===== src/rtl/mini_src_pkg.sv =====
// Shared Mini SRC definitions: opcodes, ALU codes, sequencer mode/step types and strobe bundle.
package mini_src_pkg;

  localparam int unsigned DATA_W = 32;
  localparam int unsigned OPC_W  = 5;
  localparam int unsigned STEP_W = 3;

  typedef logic [OPC_W-1:0]  opcode_t;
  typedef logic [STEP_W-1:0] step_t;

  localparam opcode_t OP_LD   = 5'd0;
  localparam opcode_t OP_LDI  = 5'd1;
  localparam opcode_t OP_ST   = 5'd2;
  localparam opcode_t OP_ADD  = 5'd3;
  localparam opcode_t OP_SUB  = 5'd4;
  localparam opcode_t OP_AND  = 5'd5;
  localparam opcode_t OP_OR   = 5'd6;
  localparam opcode_t OP_ROR  = 5'd7;
  localparam opcode_t OP_ROL  = 5'd8;
  localparam opcode_t OP_SHR  = 5'd9;
  localparam opcode_t OP_SHRA = 5'd10;
  localparam opcode_t OP_SHL  = 5'd11;
  localparam opcode_t OP_ADDI = 5'd12;
  localparam opcode_t OP_ANDI = 5'd13;
  localparam opcode_t OP_ORI  = 5'd14;
  localparam opcode_t OP_MUL  = 5'd15;
  localparam opcode_t OP_DIV  = 5'd16;
  localparam opcode_t OP_NEG  = 5'd17;
  localparam opcode_t OP_NOT  = 5'd18;
  localparam opcode_t OP_BR   = 5'd19;
  localparam opcode_t OP_JR   = 5'd20;
  localparam opcode_t OP_JAL  = 5'd21;
  localparam opcode_t OP_IN   = 5'd22;
  localparam opcode_t OP_OUT  = 5'd23;
  localparam opcode_t OP_MFHI = 5'd24;
  localparam opcode_t OP_MFLO = 5'd25;
  localparam opcode_t OP_NOP  = 5'd26;
  localparam opcode_t OP_HALT = 5'd27;

  // ALU codes share the opcode numbering of the register-form instructions
  localparam opcode_t ALU_ADD = OP_ADD;
  localparam opcode_t ALU_AND = OP_AND;
  localparam opcode_t ALU_OR  = OP_OR;

  localparam step_t T0 = 3'd0;
  localparam step_t T1 = 3'd1;
  localparam step_t T2 = 3'd2;
  localparam step_t T3 = 3'd3;
  localparam step_t T4 = 3'd4;
  localparam step_t T5 = 3'd5;
  localparam step_t T6 = 3'd6;
  localparam step_t T7 = 3'd7;

  typedef enum logic [1:0] {
    MODE_RST   = 2'd0,
    MODE_RUN   = 2'd1,
    MODE_PAUSE = 2'd2,
    MODE_HALT  = 2'd3
  } mode_t;

  typedef struct packed {
    logic alu_rr;
    logic alu_un;
    logic alu_imm;
    logic ldi;
    logic ld;
    logic st;
    logic muldiv;
    logic br;
    logic jr;
    logic mfhi;
    logic mflo;
    logic inp;
    logic outp;
    logic halt;
    logic illegal;
  } opclass_t;

  // Field order matches the port concatenation in control_sequencer
  typedef struct packed {
    logic pcout, zhiout, zloout, mdrout, hiout, loout, inportout, cout, baout, rout;
    logic marin, mdrin, pcin, irin, yin, zin, hiin, loin, conin, outportin, rin;
    logic gra, grb, grc, incpc, read, write;
    opcode_t alu;
  } ctrl_t;

endpackage


===== src/rtl/ctrl_opclass_decode.sv =====
// Opcode -> one-hot instruction class, last step number and ALU code.
// CTRL_ILLEGAL_TRAP_EN: opcodes 111xx decode as illegal instead of nop.
module ctrl_opclass_decode
  import mini_src_pkg::*;
(
  input  opcode_t  opcode,
  output opclass_t opclass,
  output step_t    last_step,
  output opcode_t  alu_op
);

  always_comb begin
    opclass   = '0;
    last_step = T2;
    alu_op    = opcode;
    case (opcode)
      OP_ADD, OP_SUB, OP_AND, OP_OR, OP_ROR, OP_ROL, OP_SHR, OP_SHRA, OP_SHL: begin
        opclass.alu_rr = 1'b1;
        last_step      = T5;
      end
      OP_NEG, OP_NOT: begin
        opclass.alu_un = 1'b1;
        last_step      = T4;
      end
      OP_ADDI: begin opclass.alu_imm = 1'b1; last_step = T5; alu_op = ALU_ADD; end
      OP_ANDI: begin opclass.alu_imm = 1'b1; last_step = T5; alu_op = ALU_AND; end
      OP_ORI:  begin opclass.alu_imm = 1'b1; last_step = T5; alu_op = ALU_OR;  end
      OP_LDI:  begin opclass.ldi = 1'b1; last_step = T5; alu_op = ALU_ADD; end
      OP_LD:   begin opclass.ld  = 1'b1; last_step = T7; alu_op = ALU_ADD; end
      OP_ST:   begin opclass.st  = 1'b1; last_step = T7; alu_op = ALU_ADD; end
      OP_MUL, OP_DIV: begin
        opclass.muldiv = 1'b1;
        last_step      = T6;
      end
      OP_BR:   begin opclass.br = 1'b1; last_step = T6; alu_op = ALU_ADD; end
      OP_JR:   begin opclass.jr   = 1'b1; last_step = T3; end
      OP_MFHI: begin opclass.mfhi = 1'b1; last_step = T3; end
      OP_MFLO: begin opclass.mflo = 1'b1; last_step = T3; end
      OP_IN:   begin opclass.inp  = 1'b1; last_step = T3; end
      OP_OUT:  begin opclass.outp = 1'b1; last_step = T3; end
      OP_HALT: opclass.halt = 1'b1;
      OP_NOP, OP_JAL: begin end
      default: begin
`ifdef CTRL_ILLEGAL_TRAP_EN
        opclass.illegal = (opcode[OPC_W-1 -: 3] == 3'b111);
`endif
      end
    endcase
  end

endmodule


===== src/rtl/control_sequencer.sv =====
// Hardwired Mini SRC control unit: mode/step sequencer with strobes decoded from state and IR.
// CTRL_ILLEGAL_TRAP_EN: undefined opcodes halt the sequencer and raise Illegal.
module control_sequencer
  import mini_src_pkg::*;
(
  input  logic              Clock,
  input  logic              Reset_n,
  input  logic [DATA_W-1:0] IR,
  input  logic              CON_FF,
  input  logic              Stop,
  output logic PCout, ZHIout, ZLOout, MDRout, HIout, LOout, InPortout, Cout, BAout, Rout,
  output logic MARin, MDRin, PCin, IRin, Yin, Zin, HIin, LOin, CONin, OutPortin, Rin,
  output logic Gra, Grb, Grc,
  output logic IncrementPC,
  output logic Read, Write,
  output logic [OPC_W-1:0]  ALUControl,
  output logic              Run,
  output logic              Illegal
);

  mode_t    mode, mode_nx;
  step_t    step, step_nx;
  logic     illegal_q, illegal_nx;
  opclass_t opclass;
  step_t    last_step;
  opcode_t  alu_op;
  ctrl_t    ctrl;
  logic     addr_calc;
  logic     unused_ir;

  assign unused_ir = ^IR[DATA_W-OPC_W-1:0];

  ctrl_opclass_decode u_decode (
    .opcode    (IR[DATA_W-1 -: OPC_W]),
    .opclass   (opclass),
    .last_step (last_step),
    .alu_op    (alu_op)
  );

  always_ff @(posedge Clock or negedge Reset_n) begin
    if (!Reset_n) begin
      mode      <= MODE_RST;
      step      <= T0;
      illegal_q <= 1'b0;
    end else begin
      mode      <= mode_nx;
      step      <= step_nx;
      illegal_q <= illegal_nx;
    end
  end

  // Mode/step advance; Stop and halt are only looked at on an instruction's last step
  always_comb begin
    mode_nx    = mode;
    step_nx    = step;
    illegal_nx = illegal_q;
    case (mode)
      MODE_RST: begin
        mode_nx = MODE_RUN;
        step_nx = T0;
      end
      MODE_RUN: begin
        if (step == last_step) begin
          step_nx = T0;
          if (opclass.halt || opclass.illegal) begin
            mode_nx = MODE_HALT;
`ifdef CTRL_ILLEGAL_TRAP_EN
            illegal_nx = illegal_q | opclass.illegal;
`endif
          end else if (Stop) begin
            mode_nx = MODE_PAUSE;
          end
        end else begin
          step_nx = step + step_t'(1);
        end
      end
      MODE_PAUSE: begin
        if (!Stop) begin
          mode_nx = MODE_RUN;
          step_nx = T0;
        end
      end
      default: begin end
    endcase
  end

  assign addr_calc = opclass.ldi | opclass.ld | opclass.st;

  // Strobe decode; every strobe is zero outside RUN
  always_comb begin
    ctrl = '0;
    if (mode == MODE_RUN) begin
      case (step)
        T0: begin ctrl.pcout = 1'b1; ctrl.marin = 1'b1; ctrl.incpc = 1'b1; ctrl.zin = 1'b1; end
        T1: begin ctrl.zloout = 1'b1; ctrl.pcin = 1'b1; ctrl.read = 1'b1; ctrl.mdrin = 1'b1; end
        T2: begin ctrl.mdrout = 1'b1; ctrl.irin = 1'b1; end
        T3: begin
          if (opclass.alu_rr || opclass.alu_imm) begin
            ctrl.grb = 1'b1; ctrl.rout = 1'b1; ctrl.yin = 1'b1;
          end
          if (addr_calc) begin ctrl.grb = 1'b1; ctrl.baout = 1'b1; ctrl.yin = 1'b1; end
          if (opclass.alu_un) begin
            ctrl.grb = 1'b1; ctrl.rout = 1'b1; ctrl.alu = alu_op; ctrl.zin = 1'b1;
          end
          if (opclass.muldiv) begin ctrl.gra = 1'b1; ctrl.rout = 1'b1; ctrl.yin = 1'b1; end
          if (opclass.br) begin ctrl.gra = 1'b1; ctrl.rout = 1'b1; ctrl.conin = 1'b1; end
          if (opclass.jr) begin ctrl.gra = 1'b1; ctrl.rout = 1'b1; ctrl.pcin = 1'b1; end
          if (opclass.mfhi) begin ctrl.hiout = 1'b1; ctrl.gra = 1'b1; ctrl.rin = 1'b1; end
          if (opclass.mflo) begin ctrl.loout = 1'b1; ctrl.gra = 1'b1; ctrl.rin = 1'b1; end
          if (opclass.inp) begin ctrl.inportout = 1'b1; ctrl.gra = 1'b1; ctrl.rin = 1'b1; end
          if (opclass.outp) begin ctrl.gra = 1'b1; ctrl.rout = 1'b1; ctrl.outportin = 1'b1; end
        end
        T4: begin
          if (opclass.alu_rr) begin
            ctrl.grc = 1'b1; ctrl.rout = 1'b1; ctrl.alu = alu_op; ctrl.zin = 1'b1;
          end
          if (opclass.alu_imm || addr_calc) begin
            ctrl.cout = 1'b1; ctrl.alu = alu_op; ctrl.zin = 1'b1;
          end
          if (opclass.alu_un) begin ctrl.zloout = 1'b1; ctrl.gra = 1'b1; ctrl.rin = 1'b1; end
          if (opclass.muldiv) begin
            ctrl.grb = 1'b1; ctrl.rout = 1'b1; ctrl.alu = alu_op; ctrl.zin = 1'b1;
          end
          if (opclass.br) begin ctrl.pcout = 1'b1; ctrl.yin = 1'b1; end
        end
        T5: begin
          if (opclass.alu_rr || opclass.alu_imm || opclass.ldi) begin
            ctrl.zloout = 1'b1; ctrl.gra = 1'b1; ctrl.rin = 1'b1;
          end
          if (opclass.ld || opclass.st) begin ctrl.zloout = 1'b1; ctrl.marin = 1'b1; end
          if (opclass.muldiv) begin ctrl.zloout = 1'b1; ctrl.loin = 1'b1; end
          if (opclass.br) begin ctrl.cout = 1'b1; ctrl.alu = alu_op; ctrl.zin = 1'b1; end
        end
        T6: begin
          if (opclass.ld) begin ctrl.read = 1'b1; ctrl.mdrin = 1'b1; end
          if (opclass.st) begin ctrl.gra = 1'b1; ctrl.rout = 1'b1; ctrl.mdrin = 1'b1; end
          if (opclass.muldiv) begin ctrl.zhiout = 1'b1; ctrl.hiin = 1'b1; end
          if (opclass.br) begin ctrl.zloout = 1'b1; ctrl.pcin = CON_FF; end
        end
        T7: begin
          if (opclass.ld) begin ctrl.mdrout = 1'b1; ctrl.gra = 1'b1; ctrl.rin = 1'b1; end
          if (opclass.st) ctrl.write = 1'b1;
        end
      endcase
    end
  end

  assign {PCout, ZHIout, ZLOout, MDRout, HIout, LOout, InPortout, Cout, BAout, Rout,
          MARin, MDRin, PCin, IRin, Yin, Zin, HIin, LOin, CONin, OutPortin, Rin,
          Gra, Grb, Grc, IncrementPC, Read, Write, ALUControl} = ctrl;

  assign Run     = (mode == MODE_RUN);
  assign Illegal = illegal_q;

endmodule


===== config.mk =====
export PLATFORM = sky130hd
export DESIGN_NAME = control_sequencer
export DESIGN_NICKNAME = d
export VERILOG_FILES = /design/src/rtl/mini_src_pkg.sv /design/src/rtl/ctrl_opclass_decode.sv /design/src/rtl/control_sequencer.sv
export SDC_FILE = /design/constraint.sdc
export NUM_CORES = 1
export LEC_CHECK = 0
export ABC_CLOCK_PERIOD_IN_PS = 3700
export CAP_MARGIN = 25
export CORE_AREA = 2 2 56 47
export CTS_BUF_LIST = sky130_fd_sc_hd__clkbuf_8
export CTS_CLUSTER_SIZE = 24
export DETAILED_ROUTE_END_ITERATION = 7
export DIE_AREA = 0 0 58 49
export DONT_BUFFER_PORTS = 1
export MAX_ROUTING_LAYER = met4
export PLACE_DENSITY = 0.66
export SYNTH_ARGS = -nofsm -noshare
export SYNTH_HDL_FRONTEND = slang
export SYNTH_SLANG_ARGS = --single-unit

===== constraint.sdc =====
create_clock -name Clock -period 3.7 [get_ports Clock]
set_input_delay 0.185 -clock Clock [delete_from_list [all_inputs] [get_ports Clock]]
set_output_delay 0.185 -clock Clock [all_outputs]
set_load 0.005 [all_outputs]

==> results of run 1 <==
-- cells in the final DEF (no fill, tap or decap), types with 4 or more instances in the layout --
cell and count:
nor2b_1 5, inv_1 8, nor2_1 18, a21oi_1 18, nand4_1 6, ha_1 6
o31ai_1 4, nor3_1 6, o21ai_0 5, o22ai_1 4, nand3_1 8, nand2_1 27
nand2b_1 7, o21a_1 5, dfrtp_1 5
-- sequential cells by signal, indices dropped and copies added, names as in the netlist --
signal / count
mode: 2
step: 3
-- how the worst max path moves through the flow --
stage,startpoint,endpoint,depth (start not counted)
3_5_place_dp,step[0],ALUControl[3],5
3_3_place_gp,step[0],ALUControl[3],5
4_1_cts,step[0],ALUControl[3],5
2_1_floorplan,step[0],Zin,8
6_report,step[0],ALUControl[2],5
5_1_grt,step[0],ALUControl[2],5
-- report_power, final --
part / internal [mW] / switching, mW / total, mW / leakage, nW
Sequential: 0.0734 / 0.0468 / 0.120 / 0.0568
Combinational: 0.115 / 0.189 / 0.305 / 0.347
Clock: 0.0712 / 0.0277 / 0.0989 / 0.0269
-- timing repair --
item | 4_1_cts | 5_1_grt
hold buffers | 1 | 0
buffers inserted | 0 | 0
gates resized for setup | 0 | 0
hold endpoints to repair | 5 | 0
-- cell type report --
cell class	instances	area (µm²)	share of cell area (%)
well taps	27	33.78	2.772
inverters	8	30.03	2.464
repair buffers	2	17.52	1.437
clock inverters	1	3.754	0.3080
clock buffers	3	41.29	3.388
multi-input cells	159	967.2	79.36
flip-flops and latches	5	125.1	10.27
-- cells by family (layout without fill, tap and decap cells) --
family / after synthesis / after routing
AO/OA/AOI/OAI: 58 / 58
adder cells (fa/ha/maj): 6 / 6
other: 1 / 1
AND/OR/NAND/NOR: 91 / 91
buffers and inverters: 26 / 14
multiplexers: 1 / 1
XOR/XNOR: 2 / 2
flip-flops: 5 / 5
-- routing by layer --
metal  vias to the layer above  GRT usage (%)  share of wire [%]
met5                         -              -                  0
met4                         0          6.589                1.2
met3                         6          4.775                 12
met2                        82          37.12                 45
met1                       621          32.96                 42
li1                        657              -                  -
-- through the flow --
| stage | setup WS (ns) | cell area, µm² | util [%] | instances |
|---|---|---|---|---|
| finish | 1.311 | 1219 | 52.48 | 205 |
| detailed placement | 1.612 | 1164 | 50.11 | 200 |
| global placement | 1.647 | 1164 | 50.11 | 200 |
| floorplan | 1.740 | 1209 | - | 190 |
| CTS | 1.373 | 1219 | 52.48 | 205 |
| global route | 1.209 | 1219 | 52.48 | 205 |
==> impl_results.md, run 1 <==
* Status: finished clean
* Most frequent cell after synthesis: nand2_1
* RSZ-0062 raised after global routing: false
* WP data required at 3.51 ns
* Arr. time, crit path at 2.20 ns
* Synth warn at 0
* Post-Synth Simple-Gate Area at 38.10%
* Clk buf depth at 2
* Final nets at 221
* Register area share after synthesis at 10.35%
* Mux cell area share after synthesis at 0.8282%
* Reg clk slew, reported paths at 0.04 ns
* Slew Limit Fails at 0
* Wire length per cell at 16.76 µm
* Number of remaining DRC errors at 0
* ANT nets after route at 0
* Reg2reg setup slack at 2.22 ns
* Cell Area, Synth at 0.001209 mm²
* Post-synth EDFFs at 0
* Clk Latency, worst-skew pair at 0.23 ns
* Fill cell count at 241
* Total track usage at 24.41%
* CTS buffer count at 3
* Congestion Overflow GR at 0
* Setup TNS at 0 ns
* Crit-path leading delay family: adder cells
* Clock skew at 0.003752 ns
* CP Buf/Inv Count at 0
* # H-tree levels at 1
* Pin count of the biggest net entering global routing at 26
* Power per cell area at 429.6 mW/mm²
* Max-cap viol count at 0
* Slowest-stage cell, CP: dfrtp_1
* Root buffer cell: clkbuf_8
* Hpwl dp at 2452 µm
* Synth Area in XOR/XNOR at 1.449%
* Horiz. Die Dim at 58 µm
* Initial Util at 52.05%
* Fin crit share at 64.56%
* CTS sink count at 5
* Yosys reg bits at 5
* Leakage at 0.4308 nW
* Pre-antenna DRT Iters at 4
* Post-route minimum period at 2.389 ns
* Hold Fails Final Rpt at 0
* Via count at 1366
* Total power at 0.5236 mW
* Adder-cell area share of the yosys netlist at 6.211%
* FMAX at 418.6 MHz
* Crit-path cells: ha_1, ha_1, o21ai_0, a21oi_2, and3_1
* Row count at 16
* Largest area contributor in the synthesized netlist: dfrtp_1
* Endpoint, Worst Hold: mode[0]
* I/O pins at 70
* Crit-path max FO at 12
* Mapped Nets at 232
* Global-route wire length before repair at 5382 µm
* Setup CP Type: flop to primary output
* Mean post-synth cell area at 6.361 µm²
* Crit Reg-Reg Endpoint: step[2]
* Via density at 6.663
* WL final at 3435 µm
* Compound-Gate Fraction of Synth Area at 33.13%
* Core area at 0.002322 mm²
* Crit path top cell by count: ha_1
* Hold Path Cell Cnt at 2
* Cells after synthesis at 190
* Worst flop-to-flop path startpoint: step[2]
* Startpoint Class: flop
* Synth unique cells at 49
* Share of Yosys cell area claimed by the top area cell type at 10.35%
* Max VDD drop at 416.6 µV
* Main combinational cell family by area after synthesis: simple AND/OR/NAND/NOR gates
* CP Capture Type: primary output
* Count of final setup violators at 0
* Input/output buffers at 0
* Min-Delay Path Class: input pin to flop
* RD Place Congestion at 0.8572
* Area Overhead vs Synth at 0.8283%
* Hold WS at 0.1487 ns
* Synth Flop Type: dfrtp_1
* Die ar. at 0.002842 mm²
* Reg2Reg Depth at 3
* Layout cells sized above 1 at 6.742%
* CTS tree: done
* Synth top area cells: dfrtp_1 10%, nand2_1 8.4%, a21oi_1 7.5%
* CP peak stage delay at 0.55 ns
* Number of global-route vias before repair at 1138
* Worst hold start: Stop
* Most frequent cells after synthesis: 27 x nand2_1, 18 x a21oi_1, 18 x nor2_1, 8 x nand3_1
* Antenna fix cells at 0
* Die Span Y at 49 µm
* Initial antenna violation count at 0
* 1st-iter DRT viols at 115
* Ys async rst share at 100.0%
Power figures use the tool's default switching activity.
==> run 2: changes to the inputs <==
- ABC_CLOCK_PERIOD_IN_PS: 3700 -> 2000
- PLACE_DENSITY: 0.66 -> 0.68
- clock period: 3.7 -> 2 ns (I/O delays scaled with it)
==> run 2 against run 1 <==
Global-route usage grew 1.2 points. Largest power group unchanged. Critical endpoint is now ALUControl[3]. First-iteration DRC count grew 36%. Non-clock buffer count grew 8. Combinational power is 130% higher. Highest routed layer unchanged. Sequential share of layout area down 0.63 points. Die area unchanged. Clock skew decreased by 0.00084 ns.
==> impl_results.md, run 2 (same netlist as run 1, synthesis figures left out) <==
* Crit-path max FO at 7 (-5)
* WP data required at 1.90 ns (-1.61 ns)
* Initial Util at 52.05% (unchanged)
* Via count at 1431 (+4.8%)
* Die Span Y at 49 µm (unchanged)
* Leakage at 0.4738 nW (+10%)
* ANT nets after route at 0 (unchanged)
* CTS buffer count at 3 (unchanged)
* Post-place setup slack at 0.1406 ns (-1.472 ns)
* Count of final setup violators at 0 (unchanged)
* Area Overhead vs Synth at 8.489%
* Congestion Overflow GR at 0 (unchanged)
* Hpwl dp at 2571 µm (+4.8%)
* I/O pins at 70 (unchanged)
* Max-cap viol count at 0 (unchanged)
* Die ar. at 0.002842 mm² (unchanged)
* Post-Layout Inst Area at 0.001311 mm² (+7.6%)
* # H-tree levels at 1 (unchanged)
* Final worst slack at 0.09670 ns (-1.214 ns)
* RD Place Congestion at 0.8921 (+4.1%)
* Row count at 16 (unchanged)
* Number of remaining DRC errors at 0 (unchanged)
* RSZ-0062 raised after global routing: false
* Pin count of the biggest net entering global routing at 26 (unchanged)
* Core area at 0.002322 mm² (unchanged)
* CTS sink count at 5 (unchanged)
* Number of global-route vias before repair at 1166 (+2.5%)
* Hold Fails Final Rpt at 0 (unchanged)
* Startpoint Class: flop
* Largest Register: step
* Clock skew at 0.002916 ns (-0.0008355 ns)
* Global-route wire length before repair at 5609 µm (+4.2%)
* Final nets at 229 (+3.6%)
* Total track usage at 25.62% (+1.2 points)
* Layout cells sized above 1 at 15.59% (+8.8 points)
* Arr. time, crit path at 1.80 ns (-0.40 ns)
* Power per cell area at 820.6 mW/mm² (+91%)
* Horiz. Die Dim at 58 µm (unchanged)
* Reg clk slew, reported paths at 0.03 ns (about the same)
* Status: finished clean
* WL final at 3476 µm (+1.2%)
* Via density at 6.718 (+0.82%)
* CTS tree: done
* Most frequent cells in the layout: 26 x nand2_1, 18 x nor2_1, 18 x a21oi_1
* Min-Delay Path Class: input pin to flop
* Most common cell after layout, fill and taps aside: nand2_1
* Initial antenna violation count at 0 (unchanged)
* 1st-iter DRT viols at 156 (+36%)
* Max VDD drop at 895.8 µV (+120%)
* Clk buf depth at 2 (unchanged)
* Input/output buffers at 0 (unchanged)
* Wire length per cell at 16.32 µm (-2.6%)
* Root buffer cell: clkbuf_8
* Placed Area at 0.001224 mm² (+5.2%)
* Max reg flops at 3 (unchanged)
* Post-route minimum period at 1.903 ns
* Slew Limit Fails at 0 (unchanged)
* CP Capture Type: primary output
* Clk Latency, worst-skew pair at 0.22 ns (about the same)
* FMAX at 525.4 MHz
* Biggest regs: step (3), mode (2)
* Antenna fix cells at 0 (unchanged)
* Setup TNS at 0 ns (unchanged)
* Fin crit share at 95.17%
* Pre-antenna DRT Iters at 4 (unchanged)
* Setup CP Type: flop to primary output
==> run 2: cell count changes in the layout (fill, tap and decap cells not counted), sizes merged <==
cell  previous run  this run
buf              1         9
==> run 2: critical path, stage by stage, from the launching register on <==
cell	delay [ns]
dfrtp_2	0.47
inv_1	0.11
ha_2	0.24
nand2_2	0.12
a2bb2oi_1	0.16
a21oi_2	0.27
and3_1	0.22
==> run 2: final cells by class <==
type                       instances  area, µm²
fill                             222       1011
multi-input combinational        159      998.5
sequential                         5      126.4
timing repair buffer              10      77.57
clock buffer                       3      41.29
tap                               27      33.78
inverter                           8      30.03
clock inverter                     1      3.754
==> run 2: per-stage QoR <==
stage	total power, mW	hold slack, ns	instances	utilization [%]
global route	1.175	0.08530	213	56.47
finish	1.076	0.07811	213	56.47
floorplan	0.6906	-0.1956	190	-
global placement	0.8304	-0.1955	208	52.69
detailed placement	0.8471	-0.1955	208	52.69
CTS	1.051	0.07679	213	56.03
==> run 2: layer usage <==
metal	global-route usage, %	up-vias	routed length [µm]
met5	-	-	0
met4	6.202	0	23
met3	3.979	4	368
met2	38.07	86	1570
met1	36.30	663	1513
li1	-	678	-
==> run 2: final timing paths <==
path / slack [ns] / cells past startpoint / to / startpoint
setup / recovery: 0.1 / 6 / ALUControl[3] / step[1]
setup reg to reg: 0.62 / 3 / step[2] / step[1]
hold reg to reg: 0.55 / 1 / mode[1] / mode[0]
min in group asynchronous: 0.17 / 1 / step[2] / Reset_n
hold / removal: 0.08 / 2 / mode[0] / Stop
max in group asynchronous: 1.63 / 1 / step[1] / Reset_n
==> run 2: repair_timing <==
action	CTS	global route
setup buffers	0	0
endpoints found under the setup margin	6	10
pin swaps	0	1
hold endpoints to repair	5	0
resized for setup	5	6
hold buffers	1	0
==> run 2: report_power, final <==
group | leakage (nW) | switching (mW) | internal [mW]
clock network | 0.0269 | 0.0473 | 0.131
registers | 0.0555 | 0.0548 | 0.139
logic | 0.391 | 0.420 | 0.284
total | 0.474 | 0.522 | 0.554
